**src/rtl/int_pkg.sv**
```systemverilog
// Shared constants for the machine-mode interrupt controller: CSR addresses,
// mcause codes, CSR bit positions and the controller state encoding.
package int_pkg;

    localparam logic [11:0] CSR_MSTATUS = 12'h300;
    localparam logic [11:0] CSR_MIE     = 12'h304;
    localparam logic [11:0] CSR_MTVEC   = 12'h305;
    localparam logic [11:0] CSR_MEPC    = 12'h341;
    localparam logic [11:0] CSR_MCAUSE  = 12'h342;
    localparam logic [11:0] CSR_MIP     = 12'h344;

    localparam logic [31:0] MCAUSE_EXT     = 32'h8000_000B;
    localparam logic [31:0] MCAUSE_TIMER   = 32'h8000_0007;
    localparam logic [31:0] MCAUSE_ILLEGAL = 32'd2;
    localparam logic [31:0] MCAUSE_ECALL   = 32'd11;
    localparam logic [31:0] MCAUSE_EBREAK  = 32'd3;

    localparam int MSTATUS_MIE  = 3;
    localparam int MSTATUS_MPIE = 7;
    localparam int MIE_MEIE     = 11;
    localparam int MIE_MTIE     = 7;

    typedef enum logic [1:0] {
        ST_IDLE = 2'd0,
        ST_TRAP = 2'd1,
        ST_MRET = 2'd2
    } int_state_e;

endpackage

```
**src/rtl/int_csr_regs.sv**
```systemverilog
// Machine-mode CSR storage (mstatus, mie, mtvec, mepc, mcause) with the
// combinational read mux; trap/mret field updates take precedence over writes.
module int_csr_regs
    import int_pkg::*;
(
    input  logic        clk,
    input  logic        rst_n,
    input  logic        csr_we_i,
    input  logic [11:0] csr_waddr_i,
    input  logic [31:0] csr_wdata_i,
    input  logic [11:0] csr_raddr_i,
    output logic [31:0] csr_rdata_o,
    input  logic        trap_i,
    input  logic [31:0] trap_epc_i,
    input  logic [31:0] trap_cause_i,
    input  logic        mret_i,
    input  logic        ext_irq_i,
    input  logic        timer_irq_i,
    output logic        mstatus_mie_o,
    output logic        mie_meie_o,
    output logic        mie_mtie_o,
    output logic [31:0] mtvec_o,
    output logic [31:0] mepc_o
);

    logic        mie_q,    mie_d;
    logic        mpie_q,   mpie_d;
    logic        meie_q,   meie_d;
    logic        mtie_q,   mtie_d;
    logic [31:0] mtvec_q,  mtvec_d;
    logic [31:0] mepc_q,   mepc_d;
    logic [31:0] mcause_q, mcause_d;

    always_comb begin
        mie_d    = mie_q;
        mpie_d   = mpie_q;
        meie_d   = meie_q;
        mtie_d   = mtie_q;
        mtvec_d  = mtvec_q;
        mepc_d   = mepc_q;
        mcause_d = mcause_q;

        if (csr_we_i) begin
            case (csr_waddr_i)
                CSR_MSTATUS: begin
                    mie_d  = csr_wdata_i[MSTATUS_MIE];
                    mpie_d = csr_wdata_i[MSTATUS_MPIE];
                end
                CSR_MIE: begin
                    meie_d = csr_wdata_i[MIE_MEIE];
                    mtie_d = csr_wdata_i[MIE_MTIE];
                end
                CSR_MTVEC:  mtvec_d  = {csr_wdata_i[31:2], 2'b00};
                CSR_MEPC:   mepc_d   = {csr_wdata_i[31:2], 2'b00};
                CSR_MCAUSE: mcause_d = csr_wdata_i;
                default: ;
            endcase
        end

        // Trap/mret are applied last so they override a same-cycle CSR write
        if (trap_i) begin
            mepc_d   = {trap_epc_i[31:2], 2'b00};
            mcause_d = trap_cause_i;
            mpie_d   = mie_q;
            mie_d    = 1'b0;
        end else if (mret_i) begin
            mie_d    = mpie_q;
            mpie_d   = 1'b1;
        end
    end

    always_ff @(posedge clk or negedge rst_n) begin
        if (!rst_n) begin
            mie_q    <= 1'b0;
            mpie_q   <= 1'b0;
            meie_q   <= 1'b0;
            mtie_q   <= 1'b0;
            mtvec_q  <= 32'd0;
            mepc_q   <= 32'd0;
            mcause_q <= 32'd0;
        end else begin
            mie_q    <= mie_d;
            mpie_q   <= mpie_d;
            meie_q   <= meie_d;
            mtie_q   <= mtie_d;
            mtvec_q  <= mtvec_d;
            mepc_q   <= mepc_d;
            mcause_q <= mcause_d;
        end
    end

    always_comb begin
        csr_rdata_o = 32'd0;
        case (csr_raddr_i)
            CSR_MSTATUS: begin
                csr_rdata_o[MSTATUS_MIE]  = mie_q;
                csr_rdata_o[MSTATUS_MPIE] = mpie_q;
            end
            CSR_MIE: begin
                csr_rdata_o[MIE_MEIE] = meie_q;
                csr_rdata_o[MIE_MTIE] = mtie_q;
            end
            CSR_MTVEC:  csr_rdata_o = mtvec_q;
            CSR_MEPC:   csr_rdata_o = mepc_q;
            CSR_MCAUSE: csr_rdata_o = mcause_q;
            CSR_MIP: begin
                csr_rdata_o[MIE_MEIE] = ext_irq_i;
                csr_rdata_o[MIE_MTIE] = timer_irq_i;
            end
            default: ;
        endcase
    end

    assign mstatus_mie_o = mie_q;
    assign mie_meie_o    = meie_q;
    assign mie_mtie_o    = mtie_q;
    assign mtvec_o       = mtvec_q;
    assign mepc_o        = mepc_q;

endmodule

```
**src/rtl/interrupt_ctrl.sv**
```systemverilog
// Machine-mode trap/interrupt controller: prioritises events at an accepted
// instruction boundary and issues a one-cycle PC redirect and flush.
module interrupt_ctrl
    import int_pkg::*;
(
    input  logic        clk,
    input  logic        rst_n,
    input  logic        ctrl_int_valid,
    input  logic        ctrl_int_ready,
    input  logic [31:0] ctrl_int_epc,
    input  logic        ctrl_int_ebreak,
    input  logic        ctrl_int_ecall,
    input  logic        ctrl_int_mret,
    input  logic        ctrl_int_illegal,
    input  logic        ext_irq,
    input  logic        timer_irq,
    input  logic        csr_we,
    input  logic [11:0] csr_waddr,
    input  logic [31:0] csr_wdata,
    input  logic [11:0] csr_raddr,
    output logic [31:0] csr_rdata,
    output logic [31:0] int_ctrl_mtvec,
    output logic [31:0] int_ctrl_epc,
    output logic        int_ctrl_pcen,
    output logic        int_ctrl_flush_req,
    output logic        excp_pcen,
    output logic        int_busy
);

    int_state_e  state_q;
    logic        pcen_q, flush_q, excp_q, busy_q;

    logic        mstatus_mie, mie_meie, mie_mtie;
    logic        accept, ext_evt, tmr_evt;
    logic        trap_take, mret_take;
    logic [31:0] trap_cause;

    assign accept  = (state_q == ST_IDLE) & ctrl_int_valid & ctrl_int_ready;
    assign ext_evt = ext_irq   & mie_meie & mstatus_mie;
    assign tmr_evt = timer_irq & mie_mtie & mstatus_mie;

    always_comb begin
        trap_cause = 32'd0;
        trap_take  = 1'b0;
        mret_take  = 1'b0;
        if (accept) begin
            trap_take = 1'b1;
            if (ext_evt)               trap_cause = MCAUSE_EXT;
            else if (tmr_evt)          trap_cause = MCAUSE_TIMER;
            else if (ctrl_int_illegal) trap_cause = MCAUSE_ILLEGAL;
            else if (ctrl_int_ecall)   trap_cause = MCAUSE_ECALL;
            else if (ctrl_int_ebreak)  trap_cause = MCAUSE_EBREAK;
            else begin
                trap_take = 1'b0;
                mret_take = ctrl_int_mret;
            end
        end
    end

    // Strobes are registered so they are glitch-free and clear on async reset
    always_ff @(posedge clk or negedge rst_n) begin
        if (!rst_n) begin
            state_q <= ST_IDLE;
            pcen_q  <= 1'b0;
            flush_q <= 1'b0;
            excp_q  <= 1'b0;
            busy_q  <= 1'b0;
        end else begin
            case (state_q)
                ST_IDLE: begin
                    if (trap_take) begin
                        state_q <= ST_TRAP;
                        pcen_q  <= 1'b1;
                        flush_q <= 1'b1;
                        excp_q  <= ~trap_cause[31];
                        busy_q  <= 1'b1;
                    end else if (mret_take) begin
                        state_q <= ST_MRET;
                        pcen_q  <= 1'b1;
                        flush_q <= 1'b1;
                        excp_q  <= 1'b0;
                        busy_q  <= 1'b1;
                    end else begin
                        state_q <= ST_IDLE;
                        pcen_q  <= 1'b0;
                        flush_q <= 1'b0;
                        excp_q  <= 1'b0;
                        busy_q  <= 1'b0;
                    end
                end
                default: begin
                    state_q <= ST_IDLE;
                    pcen_q  <= 1'b0;
                    flush_q <= 1'b0;
                    excp_q  <= 1'b0;
                    busy_q  <= 1'b0;
                end
            endcase
        end
    end

    int_csr_regs u_csr (
        .clk           (clk),
        .rst_n         (rst_n),
        .csr_we_i      (csr_we),
        .csr_waddr_i   (csr_waddr),
        .csr_wdata_i   (csr_wdata),
        .csr_raddr_i   (csr_raddr),
        .csr_rdata_o   (csr_rdata),
        .trap_i        (trap_take),
        .trap_epc_i    (ctrl_int_epc),
        .trap_cause_i  (trap_cause),
        .mret_i        (mret_take),
        .ext_irq_i     (ext_irq),
        .timer_irq_i   (timer_irq),
        .mstatus_mie_o (mstatus_mie),
        .mie_meie_o    (mie_meie),
        .mie_mtie_o    (mie_mtie),
        .mtvec_o       (int_ctrl_mtvec),
        .mepc_o        (int_ctrl_epc)
    );

    assign int_ctrl_pcen      = pcen_q;
    assign int_ctrl_flush_req = flush_q;
    assign excp_pcen          = excp_q;
    assign int_busy           = busy_q;

endmodule

```
**config.mk**
```make
export PLATFORM = sky130hd
export DESIGN_NAME = interrupt_ctrl
export DESIGN_NICKNAME = d
export VERILOG_FILES = /design/src/rtl/int_pkg.sv /design/src/rtl/int_csr_regs.sv /design/src/rtl/interrupt_ctrl.sv
export SDC_FILE = /design/constraint.sdc
export NUM_CORES = 1
export LEC_CHECK = 0
export CAP_MARGIN = 40
export CORE_MARGIN = 3
export CORE_UTILIZATION = 48
export DETAILED_ROUTE_END_ITERATION = 12
export PLACE_DENSITY = 0.87
export SLEW_MARGIN = 20
export SYNTH_ARGS = -nofsm -noshare
export SYNTH_HDL_FRONTEND = slang
export SYNTH_SLANG_ARGS = --single-unit
```
**constraint.sdc**
```tcl
create_clock -name clk -period 3.7 [get_ports clk]
set_clock_uncertainty 0.15 [all_clocks]
set_input_delay 0.37 -clock clk [delete_from_list [all_inputs] [get_ports clk]]
set_output_delay 0.37 -clock clk [all_outputs]
set_load 0.01 [all_outputs]
```
* Word level (Yosys, flattened, before mapping) *
Index checks and enable logic that the tools add are counted.

storage, ports and cells
  word-level logic and storage cells = 86
  bits in registers = 102
  memories kept = 0
  bits of input ports = 99
  output and inout bits = 100
  ROM bits = 0
  RAM bits = 0
  bits in latches = 0

cells by class
  magnitude comparators = 0
  bitwise operators = 7
  divide/modulo/power cells = 0
  multiply operators = 0
  equal/unequal tests = 11
  shift-type cells = 0
  reduce and logical (&&, ||, !) cells = 11
  $add $sub $neg = 0
  multiplexer cells = 47

operators by type and width
  cell                    count
  $mux W32                9
  $eq A12 B10 Y1 const B  11
  $pmux W20 S3            1
  $pmux W3 S3             3
  $mux W1                 25
  $reduce_and A2 Y1       5
  $mux W2                 4
  $mux W4                 2
  $and A1 B1 Y1           6
  $pmux W1 S6             1
  $reduce_bool A2 Y1      3
  $reduce_bool A3 Y1      2
  $pmux W1 S5             1
  $pmux W1 S4             1
  $logic_not A2 Y1        1
  $not A1 Y1              1

* Logic depth before layout (Yosys ltp) *
Gate-level depths: netlist of run 1.

  depth after elaboration = 9
  mapped depth = 6
  mapped depth without buffers = 5

* Cells and area by module *
A second synthesis of run 1 with hierarchy kept.

second synthesis, totals
  cells, all modules = 465
  area total of the unflattened synthesis = 5674.2 um2

by module, submodules not included
  module          instances  seq. area each (um2)  area an instance (um2)  cells each
  int_csr_regs    1          2402.3                5395.2                  436
  interrupt_ctrl  1          100.1                 279.0                   29

* Worst setup path before layout of run 1 *
No wires, ideal clock.

  kind = input port to output port
  start = input port csr_raddr[5]
  end = output port csr_rdata[12]
  arrival = 1.787 ns
  setup slack = 1.393 ns
  stages = 6
  cells stage by stage = nor4_2 nand3_1 nor4b_1 buf_2 buf_4 a221o_1

between the ends
  cells in the longest elaborated chain, start to end = 2

RTL lines
  what             line                  text
  start, declared  interrupt_ctrl.sv:20  input logic [11:0] csr_raddr,
  $eq A12 B10 Y1   int_csr_regs.sv:94    case (csr_raddr_i)
  $pmux W20 S3 *   int_csr_regs.sv:94
  end, declared    interrupt_ctrl.sv:21  output logic [31:0] csr_rdata,

Mark *: on every way between the ends. The rest lies on a longest branch, timed or not.

* Worst setup path in the final report of run 1 *
  start = input port csr_raddr[4]
  end = output port csr_rdata[26]

The elaborated chain is that of the path after synthesis.

==> impl_metrics.tcl, run 1 <==
set metrics [dict create \
    critPathKind "input port to primary output" \
    max_cap_viol_count 0 \
    cts_tree "built" \
    global_route.usage.total 0.2828 \
    number_of_synthesized_register_bits 100 \
    ys_types 48 \
    start_util 0.4957 \
    cpPeakStageDelay_ns 0.54 \
    clock-root-buffer "sky130_fd_sc_hd__clkbuf_8" \
    layout_min_cycle_time_ns 3.396 \
    clock_insertion_delay_worst_skew_ns 0.35 \
    cp.depth 7 \
    first_pass_grt_wire_length_mm 26.63 \
    worst_slew_pin_slew_ns 0.7346 \
    clk_path_buf_depth 2 \
    drive_above_1_share 0.1015 \
    worst_ir_drop_vdd_mv 0.2290 \
    hpwl_mm 12.29 \
    holdWs_ns 0.3234 \
    crit_path_cell_trace "clkdlybuf4s50_1 -> nor4_2 -> nand3_1 -> nor4b_2 -> buf_4 -> a221o_1 -> clkdlybuf4s50_1" \
    placeableCoreArea_mm2 0.01042 \
    fin_setup_tns_ns 0 \
    clkSinkCount 100 \
    first_global_vias 5299 \
    synth_largest_area_cell "sky130_fd_sc_hd__dfrtp_1" \
    synth_area_mm2 0.005164 \
    h-tree-depth 3 \
    numPortBuffers 192 \
    hold_viol_final 0 \
    syn_to_final_growth_pct 44.27 \
    gpl.final_weighted_congestion 0.8725 \
    crit_buf_inv 3 \
    run_status "completed" \
    grt_setup_unrepaired "false" \
    grt_antenna_before_repair 0 \
    required_ns 3.18 \
    routed_via_density 5.785 \
    layout_worst_path_cycle_share 0.9180 \
    synthesis.instances 537 \
    postRouteWirelength_mm 16.79 \
    post_synthesis_sequential_area_ratio 0.4846 \
    finish.utilization 0.7152 \
    pins_over_their_slew_limit 0 \
    power.static_leakage_nw 3.008 \
    maxClockFrequency_ghz 0.2944 \
    worst_setup_hold_path_clk_slew_ns 0.10 \
    ioPinCount 199 \
    worst_ep_arrival_time_ns 2.88 \
    via_count 5004 \
    die-height_um 109.7 \
    worst-path-max-fanout 23 \
    grt_start_max_net_pins 60 \
    die_area_mm2 0.01204 \
    cts_inserted_buffers 9 \
    cts.hold.buffers_added 1 \
    path_common_cell "sky130_fd_sc_hd__clkdlybuf4s50_1" \
    hold_path_class "input port to asynchronous set/reset pin" \
    top_area_cell_type_share_of_the_netlist_area 0.4846 \
    drt_drc_violations_left 0 \
    average_wire_per_standard_cell_um 19.41 \
    placed_instance_count 848 \
    first_pass_iters 4 \
    num_antenna_cells 0 \
    post_cts_buffers 0 \
    r2r.worst_path.cells 5 \
    crit_slowest_cell "sky130_fd_sc_hd__clkdlybuf4s50_1" \
    route.antenna.remaining_nets 0 \
    finalSetupViolCount 0 \
    timing.critical_path.to_type "primary output" \
    syn_area_per_cell_um2 9.616 \
    netlist_top_cells_area "sky130_fd_sc_hd__dfrtp_1, sky130_fd_sc_hd__mux2i_1, sky130_fd_sc_hd__nor3_1, sky130_fd_sc_hd__nand2_1, sky130_fd_sc_hd__a221o_1" \
    detail_route.iter0.violations 303 \
    timing.critical_path.max_delay_family "buffers and inverters" \
    grt_remaining_overflow 0 \
    power-per-cell-area_mw_per_mm2 319.6 \
    fp.dieW_um 109.7 \
    final_net_count 823 \
    relSlewSlack 0.5089 \
    critical_path.startpoint_type "input port" \
    placement_rows 37 \
    stdcell_count 865 \
    ys_warn_count 0 \
    cts_repair_resize_count 0 \
]
final cells by class:
| type | count | area [µm²] |
|---|---|---|
| timing repair buffer | 218 | 2137 |
| multi-input combinational | 358 | 2318 |
| clock inverter | 7 | 58.81 |
| inverter | 37 | 138.9 |
| fill | 803 | 2967 |
| clock buffer | 9 | 123.9 |
| sequential | 100 | 2502 |
| tap | 136 | 170.2 |
synth_stat cells, drive strengths merged:
| cell type | count |
|---|---|
| a221o | 28 |
| clkbuf | 24 |
| o2bb2ai | 1 |
| a2bb2oi | 5 |
| and3 | 2 |
| a21o | 1 |
| nand4 | 4 |
| nor2 | 7 |
| nor4bb | 4 |
| nand2b | 1 |
| conb | 1 |
| o32a | 1 |
| nor4 | 4 |
| nor2b | 1 |
| mux2i | 32 |
| a211o | 1 |
| nor3b | 2 |
| a31oi | 2 |
| dfrtp | 100 |
| and4b | 1 |
| a21oi | 55 |
| a211oi | 1 |
| o22ai | 3 |
| nand2 | 76 |
| or4b | 1 |
| or4 | 1 |
| o21ai | 20 |
| inv | 37 |
| o32ai | 1 |
| nand4b | 1 |
| o31a | 1 |
| buf | 21 |
| mux2 | 22 |
| nand3 | 6 |
| nor4b | 3 |
| and4 | 3 |
| a22o | 1 |
| and2 | 2 |
| or3 | 1 |
| nor3 | 59 |
through the flow:
step	setup WS, ns	total power (W)	instance area, µm²
final	0.3035	0.002381	7450
after global routing	0.1691	0.002484	7450
after CTS	0.3096	0.002388	7450
after detailed placement	0.3170	0.001742	7257
after global placement	0.4078	0.001721	7229
after floorplan	1.393	0.001413	5175
worst reg2reg max path: stages, from the launching register on:
cell and delay (ns):
sky130_fd_sc_hd__dfrtp_1 0.43, sky130_fd_sc_hd__a22o_1 0.31, sky130_fd_sc_hd__and2_1 0.25, sky130_fd_sc_hd__o21ai_4 0.51, sky130_fd_sc_hd__inv_2 0.41, sky130_fd_sc_hd__a21oi_1 0.24
power breakdown:
part / switching [W] / leakage [nW] / internal, W
clock: 0.000402 / 0.0921 / 0.000256
combinational: 0.000211 / 1.71 / 0.000282
sequential: 0.0000633 / 1.20 / 0.00117
total: 0.000677 / 3.01 / 0.00170
path summary, 6_finish.rpt:
path / from / end / slack (ns)
worst max-delay path: csr_raddr[4] / csr_rdata[26] / 0.30
worst min-delay path: rst_n / u_csr.mepc_o[30] / 0.32
worst max register to register: u_csr.mie_meie_o / u_csr.mcause_q[24] / 1.33
worst min register to register: state_q[1] / excp_pcen / 0.33
max in group asynchronous: rst_n / u_csr.mepc_o[11] / 2.20
min in group clk: state_q[1] / excp_pcen / 0.33
state kept, by name, summed over array words and instances (netlist names):
register and count:
u_csr.mepc_o 30, u_csr.mpie_q 1, u_csr.mie_meie_o 1, excp_pcen 1
u_csr.mcause_q 32, u_csr.mtvec_o 30, u_csr.mie_mtie_o 1, state_q 2
u_csr.mstatus_mie_o 1, int_busy 1
cell usage in the layout (no fill, tap or decap), types with 2 or more instances in the layout:
master / Yosys / routed
sky130_fd_sc_hd__nor4_1: 2 / 2
sky130_fd_sc_hd__and4_1: 3 / 3
sky130_fd_sc_hd__o22ai_1: 3 / 3
sky130_fd_sc_hd__o21ai_0: 19 / 19
sky130_fd_sc_hd__nand2_1: 76 / 76
sky130_fd_sc_hd__a21oi_2: 2 / 2
sky130_fd_sc_hd__mux2i_1: 32 / 32
sky130_fd_sc_hd__buf_4: 8 / 25
sky130_fd_sc_hd__clkdlybuf4s50_1: 0 / 191
sky130_fd_sc_hd__a221o_1: 28 / 28
sky130_fd_sc_hd__nor4b_1: 3 / 2
sky130_fd_sc_hd__conb_1: 1 / 4
sky130_fd_sc_hd__nand3_1: 6 / 6
sky130_fd_sc_hd__a21oi_1: 53 / 52
sky130_fd_sc_hd__dfrtp_1: 100 / 100
sky130_fd_sc_hd__clkinv_4: 0 / 2
sky130_fd_sc_hd__inv_6: 0 / 2
sky130_fd_sc_hd__mux2_2: 22 / 22
sky130_fd_sc_hd__nand4_1: 4 / 4
sky130_fd_sc_hd__inv_1: 36 / 36
sky130_fd_sc_hd__a2bb2oi_1: 5 / 5
sky130_fd_sc_hd__nor2_1: 7 / 6
sky130_fd_sc_hd__nor4bb_1: 4 / 4
sky130_fd_sc_hd__clkbuf_8: 0 / 9
sky130_fd_sc_hd__and3_1: 2 / 2
sky130_fd_sc_hd__a31oi_1: 2 / 2
sky130_fd_sc_hd__nor3_1: 59 / 59
sky130_fd_sc_hd__and2_1: 2 / 2
sky130_fd_sc_hd__nor3b_1: 2 / 2
routing by layer:
metal  vias to the layer above  GRT usage  share of wire
met3                        21    0.06518          0.075
met4                         0    0.06679         0.0095
met1                      2483     0.3385           0.39
met2                       213     0.5139           0.53
li1                       2287          -              -
met5                         -          0              0
cell families (layout without fill, tap and decap cells):
logic type	Yosys count	in the layout	share of synthesized area
buffers and inverters	82	271	0.07560
flip-flops	100	100	0.4846
AND/OR/NAND/NOR	179	179	0.1720
AO/OA/AOI/OAI	121	121	0.1570
other	1	4	0.0007262
multiplexers	54	54	0.1100
Note: power is estimated with default switching activity, not from simulation.
==> run 2, diff against run 1 <==
- CTS_CLUSTER_DIAMETER: default -> 120
==> results of run 2 <==
Same layout as run 1: the final DEF is identical, and so are final timing and power.
==> run 3, diff against run 2 <==
- ABC_AREA: default -> 1
- ABC_CLOCK_PERIOD_IN_PS: default -> 3700
- CORE_UTILIZATION: 48 -> 50
- CTS_BUF_LIST: default -> sky130_fd_sc_hd__clkbuf_2 sky130_fd_sc_hd__clkbuf_4 sky130_fd_sc_hd__clkbuf_8
- PLACE_DENSITY: 0.87 -> 0.89
==> run 3 against run 2 <==
Flip-flop and latch count stayed put. Final cell count rose by 18%. Maximum frequency rose by 7.7%. Synthesized cell count rose by 33%. Design area rose by 0.57%. First-iteration DRC count rose by 14%. Core utilization up 3.1 points. Register-to-register slack lost 0.12 ns. Power up 6.5%. Non-clock buffer count fell by 13. Critical endpoint is now csr_rdata[27]. Highest routed layer unchanged.
==> impl_metrics.tcl, run 3 <==
set metrics [dict create \
    grt_antenna_before_repair 0 \
    clock_insertion_delay_worst_skew_ns 0.35 \
    layout.cells.most_common_list "sky130_fd_sc_hd__nand2_1, sky130_fd_sc_hd__clkdlybuf4s50_1, sky130_fd_sc_hd__nand3_1" \
    fp.dieW_um 108.9 \
    die_area_mm2 0.01185 \
    synthMuxAreaShare 0 \
    clock-root-buffer "sky130_fd_sc_hd__clkbuf_8" \
    syn_area_per_cell_um2 7.421 \
    ioPinCount 199 \
    synth_xor_area_frac 0 \
    clkSinkCount 100 \
    run_status "completed" \
    placeableCoreArea_mm2 0.01004 \
    post-synth-top-count-cell "sky130_fd_sc_hd__nand2_1" \
    average_wire_per_standard_cell_um 16.16 \
    routed_via_density 5.424 \
    fin_setup_tns_ns 0 \
    gpl.final_weighted_congestion 0.9097 \
    pre_cts_ws_ns 0.5606 \
    layout_min_cycle_time_ns 3.154 \
    power-per-cell-area_mw_per_mm2 338.5 \
    finalSetupViolCount 0 \
    regArea_mm2 0.002502 \
    setup_slack_ns 0.5465 \
    worst-path-max-fanout 17 \
    post_cts_buffers 0 \
    registers.top_by_ff_count "u_csr.mcause_q" \
    postRouteWirelength_mm 16.56 \
    synth-edff-count 0 \
    via_count 5560 \
    switching_power_w 0.0006621 \
    synth_largest_area_cell "sky130_fd_sc_hd__dfrtp_1" \
    pins_over_their_slew_limit 0 \
    first_pass_grt_wire_length_mm 26.94 \
    synth_adder_area_share 0 \
    first_pass_iters 5 \
    relSlewSlack 0.5137 \
    share_clk_of_total_power 0.317 \
    detail_route.iter0.violations 345 \
    num_antenna_cells 0 \
    p_sw_frac 0.2611 \
    numPortBuffers 192 \
    syn_to_final_growth_pct 41.59 \
    grt_setup_unrepaired "false" \
    worst_setup_hold_path_clk_slew_ns 0.09 \
    h-tree-depth 3 \
    ys_types 28 \
    timing.critical_path.to_type "primary output" \
    most_frequent_cells_after_synthesis "sky130_fd_sc_hd__nand2_1, sky130_fd_sc_hd__nand3_1, sky130_fd_sc_hd__dfrtp_1" \
    cts_inserted_buffers 9 \
    ys_warn_count 0 \
    crit_slowest_cell "sky130_fd_sc_hd__clkdlybuf4s50_1" \
    crit_path_cell_trace "clkdlybuf4s50_1 -> inv_1 -> nor3_1 -> nand2_1 -> inv_2 -> buf_12 -> nand2_1 -> nand3_1 -> clkdlybuf4s50_1" \
    multi_input_combinational_cell_area_mm2 0.002330 \
    number_of_synthesized_register_bits 100 \
    start_util 0.5268 \
    drt_drc_violations_left 0 \
    first_global_vias 5586 \
    largest_register_ffs 32 \
    worst_ep_arrival_time_ns 2.63 \
    cpPeakStageDelay_ns 0.56 \
    ys_async_sr_fraction 1.000 \
    maxClockFrequency_ghz 0.3171 \
    cts_tree "built" \
    layout_worst_path_cycle_share 0.8523 \
    final_net_count 987 \
    layout_commonest_cell "sky130_fd_sc_hd__nand2_1" \
    power.internal_w 0.001874 \
    worst_slew_pin_slew_ns 0.7250 \
    drive_above_1_share 0.04933 \
    comb_power_share 0.194 \
    post_synth_and_or_nand_nor_area_fraction 0.3720 \
    clk_path_buf_depth 2 \
    fillerInstances 747 \
    postSynth.topFlopCell "sky130_fd_sc_hd__dfrtp_1" \
    hpwl_mm 11.95 \
    max_cap_viol_count 0 \
    critical_path.startpoint_type "input port" \
    cts_repair_resize_count 0 \
    synthesis.instances 713 \
    netlist_top_cells_area "sky130_fd_sc_hd__dfrtp_1, sky130_fd_sc_hd__nand2_1, sky130_fd_sc_hd__nand3_1, sky130_fd_sc_hd__o21ai_0, sky130_fd_sc_hd__inv_1" \
    hold_path_class "input port to asynchronous set/reset pin" \
    die-height_um 108.9 \
    power.sequential.fraction 0.489 \
    worst_ir_drop_vdd_mv 0.2510 \
    grt_remaining_overflow 0 \
    synth_top_family_by_area "simple AND/OR/NAND/NOR gates" \
    top_area_cell_type_share_of_the_netlist_area 0.4729 \
    synth_area_mm2 0.005291 \
    post_synthesis_sequential_area_ratio 0.4729 \
    power.static_leakage_nw 3.548 \
    critPathKind "input port to primary output" \
    synth-compound-area-share 0.06361 \
    required_ns 3.18 \
    placement_rows 36 \
    global_route.usage.total 0.2870 \
    grt_start_max_net_pins 53 \
    route.antenna.remaining_nets 0 \
    hold_viol_final 0 \
]
## run 3: cell count changes in the layout (fill, tap and decap cells not counted), sizes merged, moves of 11 or more
cell,previous run,this run
o21ai,20,64
nor3,59,7
nor2,7,32
mux2,22,0
nand3,6,142
a221o,28,0
a21oi,55,1
mux2i,32,0
buf,26,13
inv,40,51
nand2,76,259
## run 3: cell families (layout without fill, tap and decap cells)
kind of cell | Yosys count | count (layout)
flip-flops | 100 | 100
AO/OA/AOI/OAI | 65 | 65
AND/OR/NAND/NOR | 451 | 451
buffers and inverters | 96 | 272
other | 1 | 4
## run 3: final timing paths
path                                           from           endpoint  slack [ns]  cells after the start
worst min register to register    u_csr.mcause_q[6]  u_csr.mcause_q[6]        0.36                      2
min in group clk                  u_csr.mcause_q[6]  u_csr.mcause_q[6]        0.36                      2
max in group asynchronous                     rst_n  u_csr.mtvec_o[12]        2.13                      4
worst max-delay path                   csr_raddr[1]      csr_rdata[27]        0.55                      9
worst min-delay path                          rst_n  u_csr.mtvec_o[30]        0.33                      2
worst max register to register  u_csr.mstatus_mie_o   u_csr.mepc_o[24]        1.21                      7
## run 3: metrics by stage
stage          utilization  hold WS [ns]  instance area, µm²  total power [W]  std cells
2_1_floorplan            -      -0.07559                5303         0.001441        716
3_3_place_gp        0.7189        0.3286                7221         0.001730       1008
3_5_place_dp        0.7216        0.1696                7248         0.001754       1009
4_1_cts             0.7459        0.3348                7492         0.002547       1025
6_report            0.7459        0.3289                7492         0.002536       1025
5_1_grt             0.7459        0.3556                7492         0.002656       1025
## run 3: final cells by class
| type | count | area share |
|---|---|---|
| well taps | 133 | 0.02221 |
| clock buffers | 12 | 0.02204 |
| multi-input cells | 520 | 0.3110 |
| flip-flops and latches | 100 | 0.3340 |
| repair buffers | 205 | 0.2756 |
| clock inverters | 3 | 0.009185 |
| inverters | 52 | 0.02605 |
## run 3: layer usage
layer | share of wire | track usage
met5 | 0 | 0
met4 | 0.017 | 0.09558
met3 | 0.078 | 0.05388
met2 | 0.51 | 0.4961
met1 | 0.40 | 0.3615
## run 3: what timing repair did
action | 4_1_cts | 5_1_grt
hold buffers | 1 | 0
setup endpoints to repair | 0 | 0
hold endpoints to repair | 28 | 0
## run 3: power groups by stage
stage	logic, W	clock network [W]	registers (W)
4_1_cts	0.000496	0.000812	0.00124
3_3_place_gp	0.000473	0	0.00126
6_report	0.000493	0.000803	0.00124
3_5_place_dp	0.000493	0	0.00126
2_1_floorplan	0.000165	0	0.00128
5_1_grt	0.000539	0.000865	0.00125
## run 3: worst max-delay path, delay by kind of cell
kind / cells / cell delay, ns
buffers and inverters: 5 / 1.66
AND/OR/NAND/NOR: 4 / 0.60
